--- src/rtl/wordgen_pkg.sv ---
// rtl/wordgen_pkg.sv - shared FSM state, line levels and frame length for wordgen_seq (option: WORDGEN_PARITY_EN)
package wordgen_pkg;

  typedef enum logic [2:0] {
    IDLE,
    LOAD,
    SEND,
    NEXT,
    GAP
  } state_t;

  localparam logic IDLE_LVL  = 1'b1;
  localparam logic START_LVL = 1'b0;
  localparam logic STOP_LVL  = 1'b1;

`ifdef WORDGEN_PARITY_EN
  localparam int PARITY_BITS = 1;
`else
  localparam int PARITY_BITS = 0;
`endif

  // Bits per frame: start + data + optional parity + stop.
  function automatic int frame_bits(input int word_w);
    return word_w + 2 + PARITY_BITS;
  endfunction

endpackage

--- src/rtl/serial_tx.sv ---
// rtl/serial_tx.sv - one-frame async serializer with registered line output (option: WORDGEN_PARITY_EN)
module serial_tx
  import wordgen_pkg::*;
#(
  parameter int WORD_W     = 8,
  parameter int BIT_CYCLES = 434
) (
  input  logic              sysclk,
  input  logic              rst,
  input  logic              load,
  input  logic [WORD_W-1:0] data,
  output logic              out,
  output logic              last_cycle
);

  localparam int FRAME_BITS = frame_bits(WORD_W);
  localparam int BCNT_W     = $clog2(BIT_CYCLES);
  localparam int POS_W      = $clog2(FRAME_BITS);

  localparam logic [BCNT_W-1:0] BCNT_MAX      = BCNT_W'(BIT_CYCLES - 1);
  localparam logic [POS_W-1:0]  POS_LAST      = POS_W'(FRAME_BITS - 1);
  localparam logic [POS_W-1:0]  POS_DATA_LAST = POS_W'(WORD_W);

  logic              active;
  logic [BCNT_W-1:0] bit_cnt;
  logic [POS_W-1:0]  bit_pos;
  logic [POS_W-1:0]  pos_nxt;
  logic [WORD_W-1:0] shreg;
  logic              bit_end;
  logic              lvl_nxt;

  assign bit_end    = active && (bit_cnt == BCNT_MAX);
  assign last_cycle = bit_end && (bit_pos == POS_LAST);
  assign pos_nxt    = bit_pos + POS_W'(1);

`ifdef WORDGEN_PARITY_EN
  localparam logic [POS_W-1:0] POS_PARITY = POS_W'(WORD_W + 1);

  logic parity;

  always_ff @(posedge sysclk) begin
    if (rst) begin
      parity <= 1'b0;
    end else if (load) begin
      parity <= ^data;
    end
  end

  always_comb begin
    lvl_nxt = STOP_LVL;
    if (pos_nxt <= POS_DATA_LAST) begin
      lvl_nxt = shreg[0];
    end else if (pos_nxt == POS_PARITY) begin
      lvl_nxt = parity;
    end
  end
`else
  always_comb begin
    lvl_nxt = STOP_LVL;
    if (pos_nxt <= POS_DATA_LAST) begin
      lvl_nxt = shreg[0];
    end
  end
`endif

  // The line level for the upcoming bit is registered at the bit boundary.
  always_ff @(posedge sysclk) begin
    if (rst) begin
      active  <= 1'b0;
      bit_cnt <= '0;
      bit_pos <= '0;
      shreg   <= '0;
      out     <= IDLE_LVL;
    end else if (load) begin
      active  <= 1'b1;
      bit_cnt <= '0;
      bit_pos <= '0;
      shreg   <= data;
      out     <= START_LVL;
    end else if (active) begin
      if (bit_end) begin
        bit_cnt <= '0;
        if (bit_pos == POS_LAST) begin
          active <= 1'b0;
          out    <= IDLE_LVL;
        end else begin
          bit_pos <= pos_nxt;
          out     <= lvl_nxt;
          if (pos_nxt <= POS_DATA_LAST) begin
            shreg <= shreg >> 1;
          end
        end
      end else begin
        bit_cnt <= bit_cnt + BCNT_W'(1);
      end
    end
  end

endmodule

--- src/rtl/wordgen_seq.sv ---
// rtl/wordgen_seq.sv - word-table sequencer driving serial_tx, single-shot and auto-repeat (option: WORDGEN_PARITY_EN)
module wordgen_seq
  import wordgen_pkg::*;
#(
  parameter int WORD_W     = 8,
  parameter int N_WORDS    = 4,
  parameter int BIT_CYCLES = 434,
  parameter int GAP_CYCLES = 50000000
) (
  input  logic                                         sysclk,
  input  logic                                         rst,
  input  logic [N_WORDS*WORD_W-1:0]                    words,
  input  logic [$clog2(N_WORDS+1)-1:0]                 count,
  input  logic                                         start,
  input  logic                                         auto_toggle,
  output logic                                         out,
  output logic                                         busy,
  output logic                                         auto_on,
  output logic [(N_WORDS > 1 ? $clog2(N_WORDS) : 1)-1:0] word_idx,
  output logic                                         seq_done
);

  localparam int CNT_W = $clog2(N_WORDS + 1);
  localparam int IDX_W = (N_WORDS > 1) ? $clog2(N_WORDS) : 1;
  localparam int GAP_W = (GAP_CYCLES > 1) ? $clog2(GAP_CYCLES) : 1;

  localparam logic [CNT_W-1:0] N_WORDS_C = CNT_W'(N_WORDS);
  localparam logic [GAP_W-1:0] GAP_LAST  = GAP_W'(GAP_CYCLES - 1);

  state_t            state, state_nxt;
  logic [WORD_W-1:0] table_q [N_WORDS];
  logic [IDX_W-1:0]  idx;
  logic [IDX_W-1:0]  last_idx;
  logic [IDX_W-1:0]  count_last;
  logic [GAP_W-1:0]  gap_cnt;
  logic              load;
  logic              tx_last;
  logic              seq_begin;

  // Zero or an oversized count means the whole table.
  always_comb begin
    count_last = IDX_W'(N_WORDS - 1);
    if (count != '0 && count <= N_WORDS_C) begin
      count_last = IDX_W'(count - CNT_W'(1));
    end
  end

  always_comb begin
    state_nxt = state;
    load      = 1'b0;
    busy      = 1'b0;
    seq_done  = 1'b0;
    unique case (state)
      IDLE: begin
        if (start || auto_on) state_nxt = LOAD;
      end
      LOAD: begin
        busy      = 1'b1;
        load      = 1'b1;
        state_nxt = SEND;
      end
      SEND: begin
        busy = 1'b1;
        if (tx_last) state_nxt = NEXT;
      end
      NEXT: begin
        if (idx < last_idx) begin
          busy      = 1'b1;
          state_nxt = LOAD;
        end else begin
          seq_done  = 1'b1;
          state_nxt = auto_on ? GAP : IDLE;
        end
      end
      GAP: begin
        if (!auto_on || gap_cnt == GAP_LAST) state_nxt = IDLE;
      end
      default: state_nxt = IDLE;
    endcase
  end

  assign seq_begin = (state == IDLE) && (state_nxt == LOAD);

  always_ff @(posedge sysclk) begin
    if (rst) begin
      state    <= IDLE;
      idx      <= '0;
      last_idx <= '0;
      gap_cnt  <= '0;
      auto_on  <= 1'b0;
    end else begin
      state <= state_nxt;
      if (auto_toggle) auto_on <= !auto_on;
      if (seq_begin) begin
        idx      <= '0;
        last_idx <= count_last;
      end else if (state == NEXT && state_nxt == LOAD) begin
        idx <= idx + IDX_W'(1);
      end
      gap_cnt <= (state == GAP) ? gap_cnt + GAP_W'(1) : '0;
    end
  end

  // Table snapshot is pure data; it is always rewritten before use.
  always_ff @(posedge sysclk) begin
    if (seq_begin) begin
      for (int i = 0; i < N_WORDS; i++) begin
        table_q[i] <= words[i*WORD_W +: WORD_W];
      end
    end
  end

  assign word_idx = idx;

  serial_tx #(
    .WORD_W    (WORD_W),
    .BIT_CYCLES(BIT_CYCLES)
  ) u_tx (
    .sysclk    (sysclk),
    .rst       (rst),
    .load      (load),
    .data      (table_q[idx]),
    .out       (out),
    .last_cycle(tx_last)
  );

endmodule

--- config.mk ---
export PLATFORM = sky130hd
export DESIGN_NAME = wordgen_seq
export DESIGN_NICKNAME = d
export VERILOG_FILES = /design/src/rtl/wordgen_pkg.sv /design/src/rtl/serial_tx.sv /design/src/rtl/wordgen_seq.sv
export SDC_FILE = /design/constraint.sdc
export NUM_CORES = 1
export LEC_CHECK = 0
export BUFFER_PORTS_ARGS = -buffer_cell sky130_fd_sc_hd__buf_4
export CAP_MARGIN = 25
export CORE_ASPECT_RATIO = 1.2
export CORE_UTILIZATION = 50
export DETAILED_ROUTE_END_ITERATION = 7
export GPL_ROUTABILITY_DRIVEN = 0
export PLACE_DENSITY = 0.7
export REMOVE_ABC_BUFFERS = 1
export SYNTH_ARGS = -nofsm -noshare
export SYNTH_HDL_FRONTEND = slang
export SYNTH_SLANG_ARGS = --single-unit
export TNS_END_PERCENT = 5
--- constraint.sdc ---
create_clock -name sysclk -period 3.2 [get_ports sysclk]
set_input_delay 0.48 -clock sysclk [delete_from_list [all_inputs] [get_ports sysclk]]
set_output_delay 0.48 -clock sysclk [all_outputs]
set_load 0.005 [all_outputs]
After elaboration in Yosys (flattened, before gate mapping)
Memories as Yosys holds them, arrays and structs flattened. A register that Yosys moved wholly into a read port is not among the register bits. Index checks and enable logic that the tools add are counted.

Reduce and logical (&&, ||, !) cells: 20. Muxes and demuxes: 31. Add/subtract/negate cells: 5. Magnitude comparators: 3. Bitwise gates (word level): 2. Equality and inequality tests: 9.

Operator list (number): $mux 8 (5); $add 26x1->26 const B (1); $eq 26x26->1 const B (1); $mux 1 (15); $mux 3 (5); $pmux 3 s5 (1); $add 9x1->9 const B (1); $eq 9x9->1 const B (1); $mux 9 (1); $reduce_or 2->1 (4); $eq 3x1->1 const B (2); $eq 3x2->1 const B (2); $mux 2 (3); $reduce_bool 2->1 (3); $logic_and 1x1->1 (5); $add 4x1->4 const B (1); $eq 4x4->1 const B (1); $le 4x4->1 const B (1); $reduce_and 4->1 (1); $eq 3x3->1 const B (1); $le 3x3->1 const B (1); $logic_not 3->1 (1); $reduce_and 3->1 (1); $reduce_bool 3->1 (1); other kinds (9) (11).

Memories kept: 1. Register bits: 57. Output and inout port bits: 6. Memory bits (writable): 32.

Memories: table_q (depth 4, bits a word 8, rd ports 1, clocked after Yosys merged registers in 1, write ports 4, line wordgen_seq.sv:31) `logic [WORD_W-1:0] table_q [N_WORDS];`.

Longest topological paths before layout
Gate-level depths: netlist (run 1).

Depth after elaboration: 9. Depth in mapped cells: 7. Depth with buffers taken out: 6.

Modules after synthesis
From an unflattened synthesis (run 1), not the netlist that was laid out.

Cell total of the unflattened synthesis: 357. Area, all modules: 3918.8 um^2.

Modules (own cells, without submodules): wordgen_seq (area an instance 2816.5 um^2, instances 1, cells each 233); serial_tx (area an instance 1102.3 um^2, instances 1, cells each 124).

Least setup slack after synthesis (run 1)
Ideal clock, no wire load.

Kind: input -> register. From: in start. To: reg last_idx[0]. Stages: 3. Setup slack: 0.613 ns. Setup time: 0.221 ns. Arrival time: 2.367 ns. Path buffers: 0. Cells stage by stage: o21ai_0 -> nor2_1 -> a311oi_1.

Cells in the longest elaborated chain, start to end: 5.

RTL lines: start: declaration (line wordgen_seq.sv:14) `input logic start,`; $logic_or 1x1->1 (line wordgen_seq.sv:55) `if (start || auto_on) state_nxt = LOAD;`; $mux 3 (line wordgen_seq.sv:55); $pmux 3 s5 (line wordgen_seq.sv:53) `unique case (state)`; $eq 3x1->1 (line wordgen_seq.sv:82) `assign seq_begin = (state == IDLE) && (state_nxt == LOAD);`; $logic_and 1x1->1 (line wordgen_seq.sv:82); via seq_begin (line wordgen_seq.sv:38) `logic seq_begin;`; end signal: assignment (line wordgen_seq.sv:96) `last_idx <= count_last;`; end: declaration (line wordgen_seq.sv:33) `logic [IDX_W-1:0] last_idx;`.

The timed path passes the listed nets, and every way through them passes these cells. A chain may end at the register's enable or synchronous reset.

Worst setup path in the final report (run 1)
From: reg idx[1] (netlist: word_idx[1]). To: out busy.

Cells in the longest elaborated chain, start to end: 3.

RTL lines: start: declaration (line wordgen_seq.sv:32) `logic [IDX_W-1:0] idx;`; start signal: assignment (line wordgen_seq.sv:98) `idx <= idx + IDX_W'(1);`; $lt 2x2->1 (line wordgen_seq.sv:67) `if (idx < last_idx) begin`; $mux 1 (line wordgen_seq.sv:67); $pmux 1 s2 (line wordgen_seq.sv:53); end: declaration (line wordgen_seq.sv:17) `output logic busy,`.

No other way between the ends.

==> flow_metrics.tcl, run 1 <==
set metrics [dict create \
    outcome "finished, final reports clean" \
    worst_pin_slew_ps 655.9 \
    power.density_nw_per_um2 532.9 \
    n_fill_cell 617 \
    dieWidth_um 81.61 \
    place_ws_ps 1318 \
    worstHoldStart "words[20]" \
    antenna_found_initial 0 \
    cts_setup_buffers 0 \
    num_antenna_cells 0 \
    grt_pass1_vias 2495 \
    hp-class "input pin to register" \
    syn_avg_cell_area_um2 11.22 \
    synth_top_area_frac 0.3106 \
    yosysWarnings 0 \
    grt-ovfl-total 0 \
    use_met1 0.2315 \
    cts_resized 0 \
    clkSinkCount 91 \
    globalRouteMet3Util 0.05164 \
    use_met2 0.2782 \
    worst_ir_drop_vdd_uv 493.4 \
    netlist_area_um2 3802 \
    die_area_um2 7959 \
    drive_gt1_frac 0.1979 \
    leakage_nw 1.645 \
    synth_flop_cell "dfxtp_1" \
    io_buffers 44 \
    first_iter_violations 114 \
    synth_area_leaders "dfxtp_1, edfxtp_1, nor2_1" \
    synth_edf_count 32 \
    cts_buffers 9 \
    period_share 0.7105 \
    synthDistinctLibCells 45 \
    grt_use_total 0.1771 \
    vias 2525 \
    postCtsHoldBufs 0 \
    fin_ws_ps 926.4 \
    cts.root.buffer_cell "clkbuf_8" \
    cts_tree "done" \
    maxSlewViolCount 0 \
    maxCapViolations 0 \
    fin_skew_ps 7.443 \
    fmax_mhz 439.8 \
    io_pins 45 \
    num-nets-final 430 \
    r2r-start "state[1]" \
    ys_ff_latch 91 \
    rows 34 \
    grt_pass1_wl_um 10840 \
    drc 0 \
    async_flop_share 0 \
    first_pass_iters 4 \
    crit_fanout 4 \
    path_class "register to output pin" \
    multi_input_area_um2 1589 \
    wl_um 6478 \
    slowest_delay_ps 480 \
    routed_via_density 5.271 \
    r2r-end "table_q[0][1]" \
    dieHeight_um 97.53 \
    start_util 0.5197 \
    yosys.area.top_type "dfxtp_1" \
    relSlewSlack 0.5594 \
    hold_path_end "table_q[2][4]" \
    wire_per_inst_um 13.52 \
    regArea_um2 2142 \
    startpoint_type "register" \
    dp_hpwl_um 4517 \
    cp_cell_sequence "ha_1, a211oi_1, or3_1, buf_4" \
    worst_ep_required_time_ps 2720 \
    htreeDepth 3 \
    end_kind "output pin" \
    slowest_stage "a211oi_1" \
    path_clk_slew_ps 90 \
    syn_inst 339 \
    clock_latency_ps 360 \
    busiest_layer "met2" \
    tns_ps 0 \
    cp.arrival_ps 1790 \
    clock_path_buffers 2 \
    hold_depth 1 \
    grt_max_degree 27 \
    r2r_cells 4 \
    synthToLayoutAreaGrowth_pct 16.55 \
    seq_area_frac_synth 0.5633 \
    period_needed_ps 2274 \
    setup_viol 0 \
    hold_viol_final 0 \
    reg2reg_slack_ps 1380 \
    rsz0062_at_grt "no" \
    ant_nets 0 \
    core-area_um2 7317 \
]
stage by stage:
stage                     utilization  power (mW)  std cells  hold slack, ps  area [um2]
after floorplan                     -       1.446        328           437.2        3750
after global placement         0.5751       1.526        463           454.6        4208
after detailed placement       0.5751       1.533        463           468.7        4208
after CTS                      0.6057       2.383        479           279.6        4432
after global routing           0.6057       2.456        479           271.1        4432
final                          0.6057       2.362        479           291.3        4432
cell usage in the layout, fill, tap and decap left out, types with 8 or more instances in the layout:
cell,instances
xnor2_1,13
nand2_1,21
nor2_1,63
dfxtp_1,59
edfxtp_1,32
a211oi_1,11
nand3_1,13
buf_4,45
clkbuf_8,9
nand4_1,8
mux4_2,8
xor2_1,23
sequential cells by signal (all words and copies together), names as in the netlist, named ones only:
signal,count
state,3
word_idx,2
u_tx.active,1
table_q,32
last_idx,2
u_tx.bit_cnt,9
gap_cnt,26
u_tx.out,1
u_tx.shreg,8
u_tx.bit_pos,4
auto_on,1
how the worst max path moves through the flow:
stage | from | to | slack (ps) | cells after the start
floorplan | start | last_idx[0] | 610 | 3
global placement | start | table_q[2][5] | 1360 | 4
detailed placement | start | table_q[2][5] | 1320 | 4
CTS | last_idx[1] | busy | 910 | 5
global route | word_idx[1] | busy | 800 | 4
finish | word_idx[1] | busy | 930 | 4
kinds of logic (layout without fill, tap and decap cells):
family                     Yosys count  count (layout)  share of synthesized area
AOI/OAI and AO/OA                   29              29                    0.05134
muxes                               15              15                    0.06581
adders and majority gates            7               7                    0.02303
and+or+nand+nor                    143             143                     0.1928
DFF                                 91              91                     0.5633
buffers and inverters               18              68                    0.02073
xor gates and xnor gates            36              36                    0.08292
worst max-delay path: cells and delay by family (launching register included):
family | cells | cell delay (ps)
adder cells (fa/ha/maj) | 1 | 310
buffers and inverters | 1 | 100
AO/OA/AOI/OAI | 1 | 480
flip-flops | 1 | 350
AND/OR/NAND/NOR | 1 | 200
power by group:
group	leakage, nW	switching, mW	total (mW)	internal [mW]
clock network	0.110	0.413	0.859	0.446
registers	0.787	0.0315	1.32	1.28
logic	0.747	0.0952	0.188	0.0926
final cells by class:
type | count | share of cell area
clock buffers | 9 | 0.02795
clock inverters | 7 | 0.02259
inverters | 7 | 0.005929
multi-input cells | 230 | 0.3586
flip-flops and latches | 91 | 0.4833
well taps | 90 | 0.02541
repair buffers | 45 | 0.07623
metal layers:
| layer | wire length [um] | vias up |
|---|---|---|
| li1 | - | 1282 |
| met1 | 3045 | 1191 |
| met2 | 3079 | 45 |
| met3 | 289 | 7 |
| met4 | 63 | 0 |
| met5 | 0 | - |
cells in the mapped netlist (2+ instances only):
master / n
nor2_1: 64
dfxtp_1: 59
edfxtp_1: 32
xor2_1: 23
nand2_1: 21
nand3_1: 13
xnor2_1: 13
a211oi_1: 11
mux4_2: 8
nand4_1: 8
clkbuf_1: 7
ha_1: 7
inv_1: 7
mux2i_1: 7
a21oi_1: 6
nor3_1: 6
nand2b_1: 5
o21ai_0: 5
and3_1: 3
and4_1: 3
nand3b_1: 3
a311oi_1: 2
and2_1: 2
buf_2: 2
nor3b_1: 2
Power figures use the tool's default switching activity.
==> run 2: changes to the inputs <==
==> constraint.sdc (replaced) <==
create_clock -name sysclk -period 2.2 [get_ports sysclk]
set_input_delay 0.33 -clock sysclk [delete_from_list [all_inputs] [get_ports sysclk]]
set_output_delay 0.33 -clock sysclk [all_outputs]
set_load 0.005 [all_outputs]
==> run 2 against run 1 <==
Sequential power increased by 45%. Critical path type unchanged. Global-route usage about the same. Clock-buffer cell count increased by 2. Clock skew increased by 5.6 ps. Sequential cell count unchanged. Combinational power increased by 54%. Core utilization increased by 0.27 points. Highest routed layer unchanged. Sequential share of layout area decreased by 0.22 points. Critical path depth increased by 1. Setup slack got worse by 760 ps. Clock power increased by 33%.
==> flow_metrics.tcl, run 2 (synthesized netlist as in run 1, its figures left out) <==
set metrics [dict create \
    outcome "finished, final reports clean" \
    reg_top3 "table_q (32), gap_cnt (26), u_tx.bit_cnt (9)" \
    drive_gt1_frac 0.1990 \
    slowest_stage "or3_1" \
    antenna_found_initial 0 \
    r2r-end "u_tx.shreg[1]" \
    wl_um 6478 \
    layout_commonest_cell "nor2_1" \
    num-nets-final 433 \
    first_pass_iters 6 \
    tns_ps 0 \
    drc 0 \
    htreeDepth 3 \
    final_cells 482 \
    cts.root.buffer_cell "clkbuf_8" \
    rsz0062_at_grt "no" \
    hp-class "input pin to register" \
    vias 2582 \
    synthToLayoutAreaGrowth_pct 17.08 \
    finalPower_mw 3.341 \
    worst_ep_required_time_ps 1870 \
    grt_pass1_wl_um 10650 \
    place_area_um2 4243 \
    finish.utilization 0.6084 \
    routed_via_density 5.357 \
    grt_pass1_vias 2447 \
    cts_tree "done" \
    cp_top_family "simple AND/OR/NAND/NOR gates" \
    path_clk_slew_ps 90 \
    r2r_cells 5 \
    dp_hpwl_um 4457 \
    grt_use_total 0.1776 \
    num_antenna_cells 0 \
    wire_per_inst_um 13.44 \
    ant_nets 0 \
    start_util 0.5197 \
    hold_path_end "table_q[3][4]" \
    cts_buffers 9 \
    slowest_delay_ps 390 \
    leakage_nw 1.658 \
    path_class "register to output pin" \
    dieHeight_um 97.53 \
    io_buffers 44 \
    dp_cells 466 \
    cp_cell_sequence "inv_1, ha_1, a211oi_2, or3_1, buf_4" \
    dieWidth_um 81.61 \
    crit_fanout 4 \
    largest_reg_flops 32 \
    startpoint_type "register" \
    fmax_mhz 492.2 \
    end_kind "output pin" \
    hold_viol_final 0 \
    grt_max_degree 41 \
    period_needed_ps 2032 \
    fin_skew_ps 13.00 \
    reg2reg_slack_ps 370 \
    first_iter_violations 109 \
    maxSlewViolCount 0 \
    hold_depth 1 \
    period_share 0.9235 \
    io_pins 45 \
    top_register "table_q" \
    clock_latency_ps 350 \
    stdcell_area_um2 4452 \
    path_buf_inv 2 \
    r2r-start "u_tx.active" \
    worstHoldStart "words[28]" \
    core-area_um2 7317 \
    grt-ovfl-total 0 \
    die_area_um2 7959 \
    maxCapViolations 0 \
    final_cell_mix "nor2_1, dfxtp_1, buf_4" \
    postCtsHoldBufs 0 \
    worst_ir_drop_vdd_uv 473.7 \
    cp.arrival_ps 1700 \
    worst_pin_slew_ps 528.6 \
    rows 34 \
    relSlewSlack 0.6457 \
    power.density_nw_per_um2 750.4 \
    setup_viol 0 \
    clkSinkCount 91 \
    n_fill_cell 580 \
    clock_path_buffers 2 \
]
## run 2: power breakdown
group | internal (mW) | total, mW | leakage, nW | switching, mW
logic | 0.147 | 0.290 | 0.767 | 0.143
registers | 1.87 | 1.91 | 0.787 | 0.0434
clock network | 0.588 | 1.14 | 0.104 | 0.554
## run 2: cell type report
cell class | count | area (um2) | area share
Multi-Input combinational cell | 230 | 1594 | 0.3581
Timing Repair Buffer | 48 | 372.9 | 0.08376
Clock buffer | 11 | 152.6 | 0.03429
Inverter | 7 | 26.28 | 0.005902
Tap cell | 90 | 112.6 | 0.02530
Clock inverter | 5 | 51.30 | 0.01152
Sequential cell | 91 | 2142 | 0.4812
## run 2: per-stage QoR
| stage | hold WS (ps) | setup WS [ps] |
|---|---|---|
| global placement | 449.3 | 464.3 |
| finish | 150.9 | 168.3 |
| detailed placement | 463.4 | 392.9 |
| global route | 120.0 | 11.10 |
| floorplan | 399.1 | -366.7 |
| CTS | 130.4 | 32.69 |
## run 2: routing by layer
| metal | GRT usage | routed length [um] | vias to the layer above |
|---|---|---|---|
| met3 | 0.04695 | 289 | 9 |
| li1 | - | - | 1290 |
| met5 | 0 | 0 | - |
| met2 | 0.2782 | 3090 | 58 |
| met4 | 0.08502 | 124 | 0 |
| met1 | 0.2245 | 2974 | 1225 |
## run 2: timing repair
action | 4_1_cts | 5_1_grt
endpoints found under the setup margin | 0 | 1
gates resized for setup | 0 | 1
buffers inserted | 0 | 0
## run 2: how the worst max path moves through the flow
stage	from	to	slack, ps	cells after the start
5_1_grt	state[2]	busy	10	4
3_5_place_dp	u_tx.active	u_tx.shreg[1]	390	5
6_report	last_idx[1]	busy	170	5
3_3_place_gp	u_tx.active	u_tx.shreg[1]	460	5
4_1_cts	last_idx[1]	busy	30	5
2_1_floorplan	state[1]	last_idx[0]	-370	4
==> run 3: changes to the inputs <==
--- a/config.mk
+++ b/config.mk
@@ -5,13 +5,14 @@
 export SDC_FILE = /design/constraint.sdc
 export NUM_CORES = 1
 export LEC_CHECK = 0
+export ABC_CLOCK_PERIOD_IN_PS = 2200
 export BUFFER_PORTS_ARGS = -buffer_cell sky130_fd_sc_hd__buf_4
 export CAP_MARGIN = 25
 export CORE_ASPECT_RATIO = 1.2
 export CORE_UTILIZATION = 50
 export DETAILED_ROUTE_END_ITERATION = 7
 export GPL_ROUTABILITY_DRIVEN = 0
-export PLACE_DENSITY = 0.7
+export PLACE_DENSITY = 0.71
 export REMOVE_ABC_BUFFERS = 1
 export SYNTH_ARGS = -nofsm -noshare
 export SYNTH_HDL_FRONTEND = slang
==> run 3 against run 2 <==
Clock-buffer cell count fell by 2. Routed wire length fell by 0.59%. Sequential share of layout area fell by 0.13 points. Critical path type unchanged. Largest cell class unchanged. Largest power group unchanged.
==> flow_metrics.tcl, run 3 (synthesized netlist as in run 1, its figures left out) <==
set metrics [dict create \
    clock_latency_ps 350 \
    seqPwrFrac 0.557 \
    startpoint_type "register" \
    p_sw_mw 0.7741 \
    crit_fanout 4 \
    path_clk_slew_ps 90 \
    grt_pass1_wl_um 11070 \
    layout_commonest_cell "nor2_1" \
    dp_hpwl_um 4507 \
    fmax_mhz 505.9 \
    rsz0062_at_grt "no" \
    cts_setup_buffers 0 \
    dieHeight_um 97.53 \
    cts_buffers 9 \
    hp-class "input pin to register" \
    clock_path_buffers 2 \
    wl_um 6440 \
    place_area_um2 4235 \
    top_register "table_q" \
    start_util 0.5197 \
    grt_use_total 0.1836 \
    grt_max_degree 41 \
    outcome "finished, final reports clean" \
    grt_pass1_vias 2486 \
    io_buffers 44 \
    htreeDepth 3 \
    period_share 0.8986 \
    period_needed_ps 1977 \
    stdcell_area_um2 4464 \
    maxSlewViolCount 0 \
    relSlewSlack 0.6213 \
    drive_gt1_frac 0.2046 \
    synthToLayoutAreaGrowth_pct 17.41 \
    cts.root.buffer_cell "clkbuf_8" \
    finalPower_mw 3.433 \
    clkSinkCount 91 \
    rows 34 \
    swShare 0.2255 \
    regArea_um2 2142 \
    core-area_um2 7317 \
    power.density_nw_per_um2 768.9 \
    fin_skew_ps 10.85 \
    n_fill_cell 613 \
    cp.arrival_ps 1650 \
    first_pass_iters 4 \
    hold_viol_final 0 \
    final_cell_mix "nor2_1, dfxtp_1, buf_4" \
    reg2reg_slack_ps 390 \
    path_class "register to output pin" \
    ant_nets 0 \
    io_pins 45 \
    largest_reg_flops 32 \
    drc 0 \
    worst_ep_required_time_ps 1870 \
    multi_input_area_um2 1594 \
    p_comb_frac 0.084 \
    reg_top3 "table_q (32), gap_cnt (26), u_tx.bit_cnt (9)" \
    intPower_mw 2.659 \
    num_antenna_cells 0 \
    worst_pin_slew_ps 565.0 \
    maxCapViolations 0 \
    postCtsHoldBufs 0 \
    setup_viol 0 \
    cts_tree "done" \
    wire_per_inst_um 13.39 \
    die_area_um2 7959 \
    pwr-share-clk 0.360 \
    worst_ir_drop_vdd_uv 468.1 \
    first_iter_violations 167 \
    end_kind "output pin" \
    leakage_nw 1.664 \
    num-nets-final 432 \
    routed_via_density 5.326 \
    dieWidth_um 81.61 \
    vias 2562 \
    grt-ovfl-total 0 \
    antenna_found_initial 0 \
]
==> run 3: cell count changes in the layout (fill, tap and decap cells not counted) <==
cell and change:
buf_4 -1, clkinv_1 -2, clkbuf_1 -1, bufinv_16 +1
clkinv_4 +2, inv_6 +1, clkbuf_16 -1
==> run 3: worst paths after layout <==
path	start	depth (start not counted)	end
max	word_idx[1]	4	busy
min	words[18]	1	table_q[2][2]
max reg2reg	u_tx.active	5	u_tx.shreg[4]
min reg2reg	u_tx.shreg[7]	2	u_tx.shreg[7]
==> run 3: cell type report <==
type | instances | share of cell area
sequential | 91 | 0.4798
timing repair buffer | 47 | 0.08184
tap | 90 | 0.02522
inverter | 7 | 0.005886
clock inverter | 7 | 0.02242
clock buffer | 9 | 0.02775
multi-input combinational | 230 | 0.3571
==> run 3: stage by stage <==
step                instances  hold WS (ps)  setup slack [ps]    util  setup TNS, ps
floorplan                 328         399.1            -366.7       -         -13330
global placement          465         449.1             462.4  0.5788              0
detailed placement        465         466.6             401.4  0.5788              0
CTS                       481         131.3             51.64  0.6094              0
global route              481         114.8             113.9  0.6101              0
finish                    481         144.6             223.2  0.6101              0
==> run 3: critical path, stage by stage (launching register included) <==
cell and delay (ps):
dfxtp_1 350, ha_1 330, a211oi_2 350, or3_1 170, buf_4 100
==> run 3: power by group through the flow <==
stage | clock network, mW | registers [mW] | logic [mW]
floorplan | 0 | 1.94 | 0.162
global placement | 0 | 1.94 | 0.280
detailed placement | 0 | 1.95 | 0.288
CTS | 1.26 | 1.91 | 0.291
global route | 1.35 | 1.92 | 0.322
finish | 1.23 | 1.91 | 0.287
==> run 3: timing repair <==
| item | CTS | global route |
|---|---|---|
| hold endpoints to repair | 0 | 0 |
| setup endpoints to repair | 0 | 1 |
| gates resized for setup | 0 | 1 |
==> run 3: layer usage <==
metal,share of wire,vias to the layer above,global-route usage
met3,0.042,9,0.04695
met2,0.48,48,0.2833
li1,-,1292,-
met1,0.47,1213,0.2457
met5,0,-,0
met4,0.015,0,0.06883
